### src/rtl/reg_file_wb_pkg.sv
// rtl/reg_file_wb_pkg.sv - shared register-file types and constants
//
// Purpose : widths, address type and the hardwired-zero index shared by
//           reg_file_wb and its reg_word storage cells.
// Ports   : none (package).
package reg_file_wb_pkg;

   localparam int REG_ADDR_W = 5;
   localparam int REG_DATA_W = 32;
   localparam int REG_NREGS  = 1 << REG_ADDR_W;

   typedef logic [REG_ADDR_W-1:0] reg_addr_t;
   typedef logic [REG_DATA_W-1:0] reg_data_t;

   localparam reg_addr_t REG_ZERO = 5'd0;

endpackage

### src/rtl/reg_file_wb_reg_word.sv
// rtl/reg_file_wb_reg_word.sv - one load-enabled register word
//
// Purpose : single W-bit storage word, cleared by async reset, loads d_i on
//           the rising clock edge when load_i is high.
// Ports   : clk     in  clock, rising edge
//           rst     in  asynchronous active-high reset
//           load_i  in  write strobe (one-hot select bit for this word)
//           d_i     in  W-bit write data
//           q_o     out W-bit stored value
module reg_word
   import reg_file_wb_pkg::*;
#(
   parameter int W = REG_DATA_W
) (
   input  logic         clk,
   input  logic         rst,
   input  logic         load_i,
   input  logic [W-1:0] d_i,
   output logic [W-1:0] q_o
);

   logic [W-1:0] word_q;

   always_ff @(posedge clk or posedge rst) begin
      if (rst) begin
         word_q <= '0;
      end else if (load_i) begin
         word_q <= d_i;
      end
   end

   assign q_o = word_q;

endmodule

### src/rtl/reg_file_wb.sv
// rtl/reg_file_wb.sv - 32x32 register file with pending-write scoreboard
//
// Purpose : architectural register file, two combinational read ports, one
//           synchronous write port, R0 hardwired to zero, plus a per-register
//           busy scoreboard (set on issue, cleared on write-back, set wins).
// Config  : define REG_FILE_WB_BYPASS_EN for write-through read bypass of
//           data and busy; default build reads stored state only.
// Ports   : clk, rst            clock / async active-high reset
//           rd_addr0/1          read indices
//           rd_data0/1          read data (combinational)
//           rd_busy0/1          pending-write flag of the read index
//           wr_en/wr_addr/wr_data  write-back port
//           iss_en/iss_addr     issue port, marks iss_addr pending
module reg_file_wb
   import reg_file_wb_pkg::*;
#(
   parameter int DATA_W = REG_DATA_W,
   parameter int NREGS  = REG_NREGS,
   parameter int ADDR_W = REG_ADDR_W
) (
   input  logic              clk,
   input  logic              rst,
   input  logic [ADDR_W-1:0] rd_addr0,
   output logic [DATA_W-1:0] rd_data0,
   output logic              rd_busy0,
   input  logic [ADDR_W-1:0] rd_addr1,
   output logic [DATA_W-1:0] rd_data1,
   output logic              rd_busy1,
   input  logic              wr_en,
   input  logic [ADDR_W-1:0] wr_addr,
   input  logic [DATA_W-1:0] wr_data,
   input  logic              iss_en,
   input  logic [ADDR_W-1:0] iss_addr
);

   logic [NREGS-1:0]  wr_sel;
   logic [NREGS-1:0]  iss_sel;
   logic [NREGS-1:0]  busy_d;
   logic [NREGS-1:0]  busy_q;
   logic [DATA_W-1:0] word_q [NREGS];

   // One-hot decodes with index 0 masked: R0 is never written nor marked busy.
   always_comb begin
      wr_sel  = '0;
      iss_sel = '0;
      if (wr_en && (wr_addr != REG_ZERO)) begin
         wr_sel[wr_addr] = 1'b1;
      end
      if (iss_en && (iss_addr != REG_ZERO)) begin
         iss_sel[iss_addr] = 1'b1;
      end
      // Clear first, then set: a new producer issued in the write-back cycle
      // of the old one keeps the register pending.
      busy_d = (busy_q & ~wr_sel) | iss_sel;
   end

   always_ff @(posedge clk or posedge rst) begin
      if (rst) begin
         busy_q <= '0;
      end else begin
         busy_q <= busy_d;
      end
   end

   assign word_q[0] = '0;

   for (genvar g = 1; g < NREGS; g++) begin : g_word
      reg_word #(
         .W (DATA_W)
      ) u_word (
         .clk    (clk),
         .rst    (rst),
         .load_i (wr_sel[g]),
         .d_i    (wr_data),
         .q_o    (word_q[g])
      );
   end

   always_comb begin
      rd_data0 = word_q[rd_addr0];
      rd_busy0 = busy_q[rd_addr0];
      rd_data1 = word_q[rd_addr1];
      rd_busy1 = busy_q[rd_addr1];
`ifdef REG_FILE_WB_BYPASS_EN
      // Forward the in-flight write; the busy view reflects what the stored
      // bit will become after this edge. Suppressed during reset so reads
      // stay zero.
      if (!rst && wr_en && (wr_addr == rd_addr0) && (rd_addr0 != REG_ZERO)) begin
         rd_data0 = wr_data;
         rd_busy0 = iss_en && (iss_addr == rd_addr0);
      end
      if (!rst && wr_en && (wr_addr == rd_addr1) && (rd_addr1 != REG_ZERO)) begin
         rd_data1 = wr_data;
         rd_busy1 = iss_en && (iss_addr == rd_addr1);
      end
`endif
   end

endmodule

### config.mk
export PLATFORM = sky130hd
export DESIGN_NAME = reg_file_wb
export DESIGN_NICKNAME = d
export VERILOG_FILES = /design/src/rtl/reg_file_wb_pkg.sv /design/src/rtl/reg_file_wb_reg_word.sv /design/src/rtl/reg_file_wb.sv
export SDC_FILE = /design/constraint.sdc
export NUM_CORES = 2
export LEC_CHECK = 0
export CAP_MARGIN = 20
export CORE_ASPECT_RATIO = 0.6
export CORE_MARGIN = 3
export CORE_UTILIZATION = 30
export DETAILED_ROUTE_END_ITERATION = 10
export PLACE_DENSITY = 0.55
export RECOVER_POWER = 100
export SLEW_MARGIN = 20
export SYNTH_ARGS = -nofsm -noshare
export SYNTH_HDL_FRONTEND = slang
export SYNTH_HIERARCHICAL = 1
export SYNTH_SLANG_ARGS = --single-unit
### constraint.sdc
create_clock -name clk -period 6 [get_ports clk]
set_clock_uncertainty 0.15 [all_clocks]
set_input_delay 1.2 -clock clk [delete_from_list [all_inputs] [get_ports clk]]
set_output_delay 1.2 -clock clk [all_outputs]
set_load 0.02 [all_outputs]
==> results.sh <==
export IMPL_rsz0062_at_grt="false"
export IMPL_finalNonFillerCells=6583
export IMPL_ys_seq_elements=1024
export IMPL_hold_viol=0
export IMPL_regArea_um2=25600
export IMPL_crit_family="buffers and inverters"
export IMPL_syn_nets=3818
export IMPL_yosys_area_top_type_share_pct=42.8
export IMPL_cap_viol_max_count=66
export IMPL_port_buffers=121
export IMPL_die_y_um=352
export IMPL_cts_hold_fix_buffers=0
export IMPL_path_buf_inv=4
export IMPL_power_leakage_nw=27.0
export IMPL_final_area_um2=63100
export IMPL_tns_ns=0
export IMPL_slowest_delay_ns=0.66
export IMPL_io_pins=122
export IMPL_worst_slack_ns=0.199
export IMPL_cts_inserted_buffers=92
export IMPL_crit_path_cell_trace="buf_8, clkbuf_2, mux4_2, a22o_1, o21ai_0, o31ai_1, buf_4, clkdlybuf4s50_1"
export IMPL_postSynthAreaPerCell_um2=15.9
export IMPL_setup_viol=0
export IMPL_outcome="finished with violations"
export IMPL_syn_cell_area_um2=59800
export IMPL_p_sw_mw=6.20
export IMPL_antenna_left=0
export IMPL_grt_first_pass_wirelength_um=308000
export IMPL_clk_latency_ns=0.70
export IMPL_endpoint_kind="output port"
export IMPL_p_int_mw=14.4
export IMPL_remaining_drc_errors=0
export IMPL_fmax_mhz=172
export IMPL_worstMarginPinSlew_ns=3.80
export IMPL_grtUsageTotal_pct=20.7
export IMPL_drtIter0Drc=4531
export IMPL_p_per_area_nw_per_um2=327
export IMPL_arrival_ns=4.45
export IMPL_power_frac_comb_pct=22.3
export IMPL_vias=38000
export IMPL_num_fill_cells=19900
export IMPL_swShare_pct=30.1
export IMPL_synth_edf_count=0
export IMPL_synth_seq_area_share_pct=42.8
export IMPL_startpoint_type="primary input"
export IMPL_yosys_area_top_type="dfrtp_1"
export IMPL_htreeDepth=3
export IMPL_multi_input_area_um2=27900
export IMPL_first_pass_iters=5
export IMPL_finalCriticalPeriod_ns=5.80
export IMPL_via_per_inst=5.78
export IMPL_synthFlopType="dfrtp_1"
export IMPL_core_um2=197000
export IMPL_place_inst=6411
export IMPL_clk_root_buffer_cell="clkbuf_16"
export IMPL_dieArea_um2=205000
export IMPL_overflow=0
export IMPL_wl_um=215000
export IMPL_grt_pass1_vias=38600
export IMPL_gp_congestion=0.852
export IMPL_pre_cts_slack_ns=0.334
export IMPL_placementRows=126
export IMPL_clkTransAtPathRegs_ns=0.08
export IMPL_grt_max_degree=69
export IMPL_die_w_um=582
export IMPL_fin_util_pct=32.0
export IMPL_synthTopCellsByArea="dfrtp_1 (43%), mux2_4 (23%), mux4_2 (15%)"
export IMPL_slew_violations=1593
export IMPL_dpl_cell_area_um2=63900
export IMPL_power_share_sequential_pct=45.6
export IMPL_areaGrowthSynthToFinish_pct=5.50
export IMPL_cts_sinks=1024
export IMPL_hpwl_um=138000
export IMPL_ys_types=32
export IMPL_holdCritPathClass="reg -> reg"
export IMPL_required_ns=4.65
export IMPL_slowest_stage="o21ai_0"
export IMPL_cts_tree="built"
export IMPL_relSlewSlack_pct=-153
export IMPL_vdd_drop_max_mv=0.206
export IMPL_cts_setup_buffers=0
export IMPL_wl_per_cell_um=32.7
export IMPL_violations="capacitance limit, slew limit"
export IMPL_cts_resized=0
export IMPL_synthArstFlopShare_pct=100
export IMPL_path_max_fanout=45
export IMPL_syn_inst=3762
export IMPL_start_util_pct=30.3
export IMPL_final_period_utilization_pct=96.7
export IMPL_layout_drive_gt1_share_pct=27.3
export IMPL_antenna_found_initial=6
export IMPL_nNetsFinal=3938
export IMPL_crit_type="in -> out"
export IMPL_synth_warnings=6
export IMPL_p_clk_share_pct=32.1
export IMPL_clk_path_buf_depth=3
power groups by stage:
stage | sequential (mW) | clock [mW] | combinational, mW
floorplan | 9.05 | 0 | 4.08
global placement | 9.49 | 0 | 5.37
detailed placement | 9.50 | 0 | 5.45
CTS | 9.41 | 6.71 | 5.46
global route | 9.56 | 7.00 | 4.90
finish | 9.41 | 6.63 | 4.61
sequential cells by signal, indices dropped and copies added, names as in the netlist:
| register | count |
|---|---|
| busy_q | 32 |
| g_word.u_word/q_o | 992 |
kinds of logic (layout without fill, tap and decap cells):
family | after synthesis | in the layout | synth area share [%]
mux | 1622 | 1622 | 43.6
compound gates | 494 | 494 | 6.02
buf+inv | 383 | 577 | 5.54
other cells | 0 | 3 | 0
simple gates | 239 | 239 | 1.96
flops | 1024 | 1024 | 42.8
routing by layer:
layer	vias to the layer above	GRT usage, %	share of wire, %
met5	-	0	0.029
met2	2245	27.7	39
met1	20600	31.9	47
met3	335	6.73	11
met4	4	4.30	2.3
li1	14800	-	-
final timing paths:
path / to / slack (ns) / depth (start not counted) / start
min in group asynchronous: g_word[19].u_word/q_o[4] / 0.29 / 2 / rst
max: rd_data1[6] / 0.20 / 8 / rd_addr1[0]
min reg2reg: busy_q[0] / 0.26 / 0 / busy_q[0]
max in group asynchronous: g_word[23].u_word/q_o[17] / 0.67 / 5 / rst
min: busy_q[0] / 0.26 / 0 / busy_q[0]
max reg2reg: g_word[22].u_word/q_o[14] / 4.97 / 1 / g_word[22].u_word/q_o[14]
synth_stat cells (all sizes together) (33+ instances only):
cell / n
o22ai: 64
and2: 34
nor2: 35
and3: 33
dfrtp: 1024
mux2i: 160
clkbuf: 136
inv: 34
mux2: 1058
o21ai: 107
mux4: 404
nand2: 96
buf: 213
o31ai: 67
a211oi: 64
a22o: 192
stage by stage:
| stage | power, mW | hold WS (ns) |
|---|---|---|
| after global routing | 21.5 | 0.272 |
| after global placement | 14.9 | 0.239 |
| after detailed placement | 15.0 | 0.242 |
| final | 20.6 | 0.263 |
| after floorplan | 13.1 | 0.291 |
| after CTS | 21.6 | 0.236 |
layout by cell type, fill, tap and decap left out, types with 33 or more instances in the layout:
cell type / netlist / routed
clkdlybuf4s50_1: 0 / 55
o21ai_0: 107 / 107
dfrtp_1: 1024 / 1024
mux2_2: 128 / 195
nand2_1: 96 / 94
and3_1: 33 / 33
mux4_2: 404 / 404
mux2_4: 930 / 87
clkbuf_16: 0 / 95
a22o_1: 192 / 192
mux2_1: 0 / 776
clkbuf_1: 136 / 105
o31ai_1: 67 / 65
mux2i_1: 160 / 160
buf_4: 15 / 153
a211oi_1: 64 / 64
o22ai_1: 64 / 64
final cells by class:
| type | count | area share, % |
|---|---|---|
| inverter | 34 | 0.220 |
| multi-input combinational | 2355 | 44.2 |
| timing repair buffer | 375 | 4.68 |
| clock inverter | 41 | 0.815 |
| antenna | 3 | 0.0119 |
| clock buffer | 127 | 4.31 |
| tap | 2624 | 5.20 |
| sequential | 1024 | 40.6 |
(Power assumes the default switching activity.)
